**src/rtl/xlr8_tdet_pkg.sv**
```systemverilog
// rtl/xlr8_tdet_pkg.sv - shared types and constants for the tone-period detector XB
package xlr8_tdet_pkg;

    typedef enum logic [1:0] {
        ST_IDLE    = 2'd0,
        ST_ARM     = 2'd1,
        ST_MEASURE = 2'd2
    } tdet_state_e;

    localparam int CTRL_EN    = 0;
    localparam int CTRL_EDGE  = 1;
    localparam int CTRL_AVG   = 2;

    localparam int STAT_VALID = 0;
    localparam int STAT_TMO   = 1;
    localparam int STAT_OVR   = 2;

    localparam int              CNT_W   = 16;
    localparam logic [CNT_W-1:0] CNT_MAX = 16'hFFFF;

endpackage

```
**src/rtl/xlr8_tdet_edge.sv**
```systemverilog
// rtl/xlr8_tdet_edge.sv - tone input synchroniser and selectable single-cycle edge detector
module xlr8_tdet_edge (
    input  logic clk,
    input  logic rst,
    input  logic clken,
    input  logic pin,
    input  logic edge_sel,
    output logic edge_pulse
);

    logic sync1;
    logic sync2;
    logic dly;

    always_ff @(posedge clk) begin
        if (rst) begin
            sync1 <= 1'b0;
            sync2 <= 1'b0;
            dly   <= 1'b0;
        end else if (clken) begin
            sync1 <= pin;
            sync2 <= sync1;
            dly   <= sync2;
        end
    end

    // edge_sel = 1 selects falling edges
    assign edge_pulse = clken && (edge_sel ? (dly && !sync2) : (sync2 && !dly));

endmodule

```
**src/rtl/xlr8_tone_detect.sv**
```systemverilog
// rtl/xlr8_tone_detect.sv - tone period detector XB; averaging enabled by XLR8_TDET_AVG_EN
import xlr8_tdet_pkg::*;

module xlr8_tone_detect #(
    parameter logic [7:0] TDET_CTRL_ADDR = 8'h00,
    parameter logic [7:0] TDET_STAT_ADDR = 8'h00,
    parameter logic [7:0] TDET_PERL_ADDR = 8'h00,
    parameter logic [7:0] TDET_PERH_ADDR = 8'h00,
    parameter int         PRESCALE       = 16
) (
    input  logic       clk,
    input  logic       rst,
    input  logic       clken,
    input  logic [7:0] dbus_in,
    output logic [7:0] dbus_out,
    output logic       io_out_en,
    input  logic [7:0] ramadr,
    input  logic       ramre,
    input  logic       ramwe,
    input  logic       dm_sel,
    input  logic       tone_in,
    output logic       tdet_valid
);

    localparam int               PRE_W    = (PRESCALE > 1) ? $clog2(PRESCALE) : 1;
    localparam logic [PRE_W-1:0] PRE_LAST = PRE_W'(PRESCALE - 1);

    tdet_state_e      state, state_nxt;
    logic [7:0]       ctrl;
    logic             valid, tmo, ovr;
    logic [CNT_W-1:0] period;
    logic [7:0]       shadow;
    logic [CNT_W-1:0] cnt, cnt_inc;
    logic [PRE_W-1:0] pre;
    logic             edge_p, tick, restart, cap, tmo_set, publish, en;
    logic [CNT_W-1:0] pub_val;

    logic rd_ctrl, rd_stat, rd_perl, rd_perh, wr_ctrl, wr_stat;
    assign rd_ctrl = dm_sel && ramre && (ramadr == TDET_CTRL_ADDR);
    assign rd_stat = dm_sel && ramre && (ramadr == TDET_STAT_ADDR);
    assign rd_perl = dm_sel && ramre && (ramadr == TDET_PERL_ADDR);
    assign rd_perh = dm_sel && ramre && (ramadr == TDET_PERH_ADDR);
    assign wr_ctrl = dm_sel && ramwe && (ramadr == TDET_CTRL_ADDR);
    assign wr_stat = dm_sel && ramwe && (ramadr == TDET_STAT_ADDR);

    assign en = ctrl[CTRL_EN];

    xlr8_tdet_edge u_edge (
        .clk        (clk),
        .rst        (rst),
        .clken      (clken),
        .pin        (tone_in),
        .edge_sel   (ctrl[CTRL_EDGE]),
        .edge_pulse (edge_p)
    );

    assign tick = (state == ST_MEASURE) && (pre == PRE_LAST);
    // The tick landing on the capture cycle belongs to the period being closed
    assign cnt_inc = (tick && (cnt != CNT_MAX)) ? cnt + 1'b1 : cnt;

    always_ff @(posedge clk) begin
        if (rst) state <= ST_IDLE;
        else if (clken) state <= state_nxt;
    end

    always_comb begin
        state_nxt = state;
        restart   = 1'b0;
        cap       = 1'b0;
        tmo_set   = 1'b0;
        if (!en) begin
            state_nxt = ST_IDLE;
            restart   = 1'b1;
        end else begin
            case (state)
                ST_IDLE: begin
                    state_nxt = ST_ARM;
                    restart   = 1'b1;
                end
                ST_ARM: begin
                    if (edge_p) begin
                        state_nxt = ST_MEASURE;
                        restart   = 1'b1;
                    end
                end
                ST_MEASURE: begin
                    if (edge_p) begin
                        cap     = 1'b1;
                        restart = 1'b1;
                    end else if (tick && (cnt == CNT_MAX)) begin
                        tmo_set   = 1'b1;
                        restart   = 1'b1;
                        state_nxt = ST_ARM;
                    end
                end
                default: state_nxt = ST_IDLE;
            endcase
        end
    end

    always_ff @(posedge clk) begin
        if (rst) begin
            cnt <= '0;
            pre <= '0;
        end else if (clken) begin
            if (restart) begin
                cnt <= '0;
                pre <= '0;
            end else if (state == ST_MEASURE) begin
                cnt <= cnt_inc;
                pre <= (pre == PRE_LAST) ? '0 : pre + 1'b1;
            end
        end
    end

`ifdef XLR8_TDET_AVG_EN
    logic        avg_on;
    logic [17:0] acc, acc_sum;
    logic [1:0]  nsamp;

    assign avg_on  = ctrl[CTRL_AVG];
    assign acc_sum = acc + {2'b00, cnt_inc};
    assign publish = cap && (!avg_on || (nsamp == 2'd3));
    assign pub_val = avg_on ? acc_sum[17:2] : cnt_inc;

    always_ff @(posedge clk) begin
        if (rst) begin
            acc   <= '0;
            nsamp <= '0;
        end else if (clken) begin
            if (tmo_set || !en || (cap && avg_on && (nsamp == 2'd3))) begin
                acc   <= '0;
                nsamp <= '0;
            end else if (cap && avg_on) begin
                acc   <= acc_sum;
                nsamp <= nsamp + 2'd1;
            end
        end
    end
`else
    assign publish = cap;
    assign pub_val = cnt_inc;
`endif

    // A capture beats a coincident PERH read (VALID stays, no OVR) and beats W1C
    always_ff @(posedge clk) begin
        if (rst) begin
            ctrl   <= '0;
            valid  <= 1'b0;
            tmo    <= 1'b0;
            ovr    <= 1'b0;
            period <= '0;
            shadow <= '0;
        end else if (clken) begin
            if (wr_ctrl) ctrl <= dbus_in;
            if (publish) period <= pub_val;
            if (rd_perl) shadow <= period[15:8];

            if (publish) valid <= 1'b1;
            else if (rd_perh) valid <= 1'b0;

            if (publish && valid && !rd_perh) ovr <= 1'b1;
            else if (wr_stat && dbus_in[STAT_OVR]) ovr <= 1'b0;

            if (tmo_set) tmo <= 1'b1;
            else if (wr_stat && dbus_in[STAT_TMO]) tmo <= 1'b0;
        end
    end

    always_comb begin
        dbus_out  = '0;
        io_out_en = 1'b0;
        if (!rst) begin
            io_out_en = rd_ctrl || rd_stat || rd_perl || rd_perh;
            if (rd_ctrl)      dbus_out = ctrl;
            else if (rd_stat) dbus_out = {5'b0, ovr, tmo, valid};
            else if (rd_perl) dbus_out = period[7:0];
            else if (rd_perh) dbus_out = shadow;
        end
    end

    assign tdet_valid = valid;

endmodule

```
**config.mk**
```make
export PLATFORM = sky130hd
export DESIGN_NAME = xlr8_tone_detect
export DESIGN_NICKNAME = d
export VERILOG_FILES = /design/src/rtl/xlr8_tdet_pkg.sv /design/src/rtl/xlr8_tdet_edge.sv /design/src/rtl/xlr8_tone_detect.sv
export SDC_FILE = /design/constraint.sdc
export NUM_CORES = 1
export LEC_CHECK = 0
export ABC_AREA = 0
export BUFFER_PORTS_ARGS = -buffer_cell sky130_fd_sc_hd__buf_2
export CORE_MARGIN = 4
export CORE_UTILIZATION = 58
export DETAILED_ROUTE_END_ITERATION = 7
export MAX_ROUTING_LAYER = met4
export PLACE_DENSITY = 0.84
export SETUP_SLACK_MARGIN = 0.15
export SYNTH_ARGS = -nofsm -noshare
export SYNTH_HDL_FRONTEND = slang
export SYNTH_HIERARCHICAL = 1
export SYNTH_SLANG_ARGS = --single-unit
```
**constraint.sdc**
```tcl
create_clock -name clk -period 3.85 [get_ports clk]
set_clock_uncertainty 0.2 [all_clocks]
set_input_delay 0.77 -clock clk [delete_from_list [all_inputs] [get_ports clk]]
set_output_delay 0.77 -clock clk [all_outputs]
set_load 0.1 [all_outputs]
```
---- Yosys cells after proc, flatten, opt, wreduce, memory -nomap -nowiden ----
Index checks and enable logic that the tools add are counted.
word-level totals
  flip-flop bits (word level) ............. 34
  input port bits ......................... 23
  output and inout port bits .............. 10
cells by class
  $add $sub $neg .......................... 2
  equality and inequality tests ........... 8
  muxes and demuxes ....................... 24
  reduce and logical (&&, ||, !) cells .... 22
operators by type and width
  operator                                              count
  two-way mux 16 bit                                    3
  adder 16 x 1 -> 16 bit (second input constant)        1
  equality test 16 bit (second input constant)          1
  two-way mux 8 bit                                     2
  != test 16 bit (second input constant)                1
  two-way mux 4 bit                                     3
  logical AND 1 bit                                     10
  two-way mux 1 bit                                     10
  logical NOT 8 bit                                     1
  two-way mux 2 bit                                     4
  != test 3 bit (second input constant)                 2
  one-hot mux 2 bit (3 select lines)                    1
  AND reduction 2 bit                                   3
  nonzero test 2 bit                                    3
  adder 4 x 1 -> 4 bit (second input constant)          1
  equality test 4 bit (second input constant)           1
  AND reduction 4 bit                                   1
  != test 3 x 2 -> 1 bit (second input constant)        1
  one-hot mux 1 bit (3 select lines)                    1
  AND reduction 3 bit                                   1
  equality test 2 x 1 -> 1 bit (second input constant)  1
  equality test 2 bit (second input constant)           1
  logical NOT 1 bit                                     2
  logical NOT 2 bit                                     1

---- Longest topological paths before layout ----
  depth in word-level cells ............... 9
  gate-level depth with buffers ........... 9
  mapped depth without buffers ............ 7

---- Cells and area by module ----
The synthesis kept the hierarchy.
modules (own cells, without submodules)
  module            times used  cells each  area an instance (sq um)  seq. area each (sq um)
  xlr8_tone_detect  1           178         1,614.0                   620.6
  xlr8_tdet_edge    1           13          130.1                     60.1

---- Worst setup path after synthesis ----
No wires, ideal clock.
  path type ............................... input-to-output
  start ................................... in ramadr[5]
  end ..................................... out dbus_out[0]
  arrival ................................. 3.333 ns
  required time ........................... 2.880 ns
  slack ................................... -0.453 ns
  stages .................................. 5
  path buffers ............................ 0
  cell sequence ........................... or4_1 nor3_2 nand4_1 nor2_2 and2_1
between the ends
  word-level cells in the longest chain between the ends .. 4
RTL lines
  element            RTL line                 RTL
  start, declared    xlr8_tone_detect.sv:17   input logic [7:0] ramadr,
  logical NOT 8 bit  n/a
  logical AND 1 bit  n/a
  two-way mux 8 bit  xlr8_tone_detect.sv:175  if (rd_ctrl) dbus_out = ctrl;
  two-way mux 8 bit  xlr8_tone_detect.sv:173  if (!rst) begin
  end, declared      xlr8_tone_detect.sv:15   output logic [7:0] dbus_out,
Every way passes these cells.

---- Worst setup path in the final report ----
  start ................................... in ramadr[5]
  end ..................................... out dbus_out[6]
The elaborated chain is that of the path after synthesis.

==> impl_results.md <==
* Clock slew at reported path FFs at 90 ps
* Hold endpoint: tdet_valid$_SDFFE_PP0P_
* Tmin final at 3450 ps
* Sequential area share after synthesis at 39.0%
* Wirelength per Cell at 14.4 um
* Leak pwr at 0.803 nW
* DIE AREA at 3950 um2
* Crit path DAT at 2480 ps
* Area grow syn2layout at 11.5%
* Hold Path Stages at 2
* Peak Freq at 0.290 GHz
* Hold Path Class: reg2reg
* Commonest non-fill, non-tap cell in the layout: dfxtp_1
* Primary FF master, synth: dfxtp_1
* Max Cap Viol at 0
* Post-Syn Instances at 191
* Hold Buf Count CTS at 0
* Ant diodes at 0
* Synthesized area at 1740 um2
* Via count at 1,466
* Largest net degree at the start of global routing at 27
* Sw Pwr at 0.128 mW
* Hpwl dp at 2.69 mm
* Slew margin rel. at 62.3%
* DR pass1 iterations at 4
* Overall Global Routing Usage at 20.1%
* Drt via density at 5.84
* Post-synthesis average cell area at 9.13 um2
* Worst Tran Pin Value at 560 ps
* Post-CTS setup buffers at 0
* Crit Reg-Reg Startpoint: ctrl[1]$_SDFFE_PP0P_
* Worst R2R Path Depth at 7
* H-tree depth at 2
* Maximum fanout along the worst path at 9
* Synth Register Bits at 34
* Iteration-0 DRC Markers at 40
* Flop2flop setup slack at 1610 ps
* Syn nets at 216
* RSZ-0062 raised after global routing: false
* Root Driver: clkbuf_4
* TritonCTS Sinks at 34
* Synth unique cells at 44
* Final Cycle Share at 89.5%
* Resize count post-CTS at 0
* Crit end category: output pin
* Most frequent cells in the layout: dfxtp_1 (34), buf_2 (32), nor2_1 (31)
* YS warnings at 6
* Vias in the first global route at 1,415
* First-pass GRT wire length at 6.22 mm
* Setup WS pre-CTS at 390 ps
* Setup ws final at 403 ps
* Status: finished, final reports clean
* Asr flop ratio synth at 0%
* Antenna violations before repair at 0
* Initial Utilization at 62.2%
* Setup violators final at 0
* Worst setup path class: in2out
* Hold Vio Cnt, Final at 0
* Setup crit start kind: input port
* CTS Buffer Depth at 2
* Routability cong. at 0.769
* Switch share at 22.8%
* P_int at 0.434 mW
* Layout Nets at 245
* Num rows at 19
* DRC viols at 0
* Grt ovf at 0
* Seq pwr share at 62.9%
* Required @ worst endpoint at 2880 ps
* Worst vdd ir at 0.000307 V
* Clock buffer count from CTS at 5
* I/O pin cnt at 33
* Routed Antenna Nets at 0
* R2r endpoint: pre[3]$_SDFFE_PP0P_
* Layout cells sized above 1 at 24.1%
* HP Start: tdet_valid$_SDFFE_PP0P_
* Gate power share at 5.1%
* Die outline height at 62.8 um
* Clk pwr share at 32.0%
* IO buf count at 32
* Pwr/cell area at 289 nW/um2
* Total negative setup slack at 0 ps
* Routed WL at 3.61 mm
* CTS tree: built
* EDFF count, synth at 0
* Die width at 62.8 um
* Clk_lat worst skew at 330 ps
* Core area at 2810 um2
* Slew Limit Fails at 0
how the worst max path moves through the flow:
stage / from / to / slack [ps] / depth (start not counted)
2_1_floorplan: ramadr[5] / dbus_out[0] / 140 / 5
3_3_place_gp: ramadr[5] / dbus_out[0] / 450 / 7
3_5_place_dp: ramadr[5] / dbus_out[6] / 390 / 7
5_1_grt: ramadr[5] / dbus_out[6] / 300 / 7
4_1_cts: ramadr[5] / dbus_out[6] / 390 / 7
6_report: ramadr[5] / dbus_out[6] / 400 / 7
power by group through the flow:
stage,clock [mW],combinational [mW],sequential (mW)
after floorplan,0,0.0158,0.361
after global placement,0,0.0275,0.361
after detailed placement,0,0.0285,0.362
after CTS,0.187,0.0286,0.353
after global routing,0.203,0.0316,0.354
final,0.180,0.0286,0.353
cell type report:
cell class	instances	area [um2]
Inverter	2	7.51
Multi-Input combinational cell	145	1010
Fill cell	236	861
Timing Repair Buffer	32	160
Sequential cell	34	681
Clock buffer	7	45.0
Tap cell	31	38.8
logic make-up after synthesis:
family                     Yosys count  synth area share [%]
DFF                                 34                  39.0
xor gates and xnor gates            15                  7.53
adders and majority gates            2                  1.43
buffers and inverters               12                  3.80
muxes                               11                  6.31
and+or+nand+nor                    101                  34.1
AOI/OAI and AO/OA                   16                  7.82
worst max-delay path, stage by stage:
cell and delay, ps:
buf_2 90, or4_1 530, nor3_2 140, nand4_1 180
nor2_4 180, and2_2 160, buf_2 420
routing by layer:
metal | track usage (%) | up-vias | share of wire, %
met3 | 6.47 | 6 | 5.8
li1 | - | 742 | -
met1 | 21.5 | 683 | 43
met4 | 8.26 | 0 | 1.4
met2 | 34.2 | 35 | 50
met5 | - | - | 0
registers in the layout, summed over array words and instances (netlist names):
register      cells
cnt              16
ctrl              8
tdet_valid        1
pre               4
u_edge/dly        1
u_edge/sync2      1
u_edge/sync1      1
state             2
stage by stage:
stage | utilization [%] | std cells | power, mW | hold slack, ps | area, um2
finish | 69.3 | 251 | 0.562 | 295 | 1940
global route | 69.3 | 251 | 0.588 | 325 | 1940
detailed placement | 67.7 | 244 | 0.390 | 282 | 1900
global placement | 67.7 | 244 | 0.389 | 266 | 1900
floorplan | - | 191 | 0.377 | 251 | 1760
CTS | 69.3 | 251 | 0.569 | 297 | 1940
synth_stat cells, drive strengths merged, types with 3 or more instances:
| cell | number | area [um2] |
|---|---|---|
| and2 | 10 | 62.6 |
| and4 | 5 | 43.8 |
| nand2 | 8 | 30.0 |
| xnor2 | 4 | 35.0 |
| nor2b | 3 | 18.8 |
| and3 | 7 | 43.8 |
| a31oi | 3 | 18.8 |
| nand3 | 9 | 45.0 |
| nand4 | 13 | 87.6 |
| o21ai | 3 | 18.8 |
| buf | 5 | 38.8 |
| clkbuf | 5 | 20.0 |
| dfxtp | 34 | 681 |
| mux2i | 11 | 110 |
| nor2 | 32 | 123 |
| xor2 | 11 | 96.3 |
Note: power is estimated with default switching activity, not from simulation.
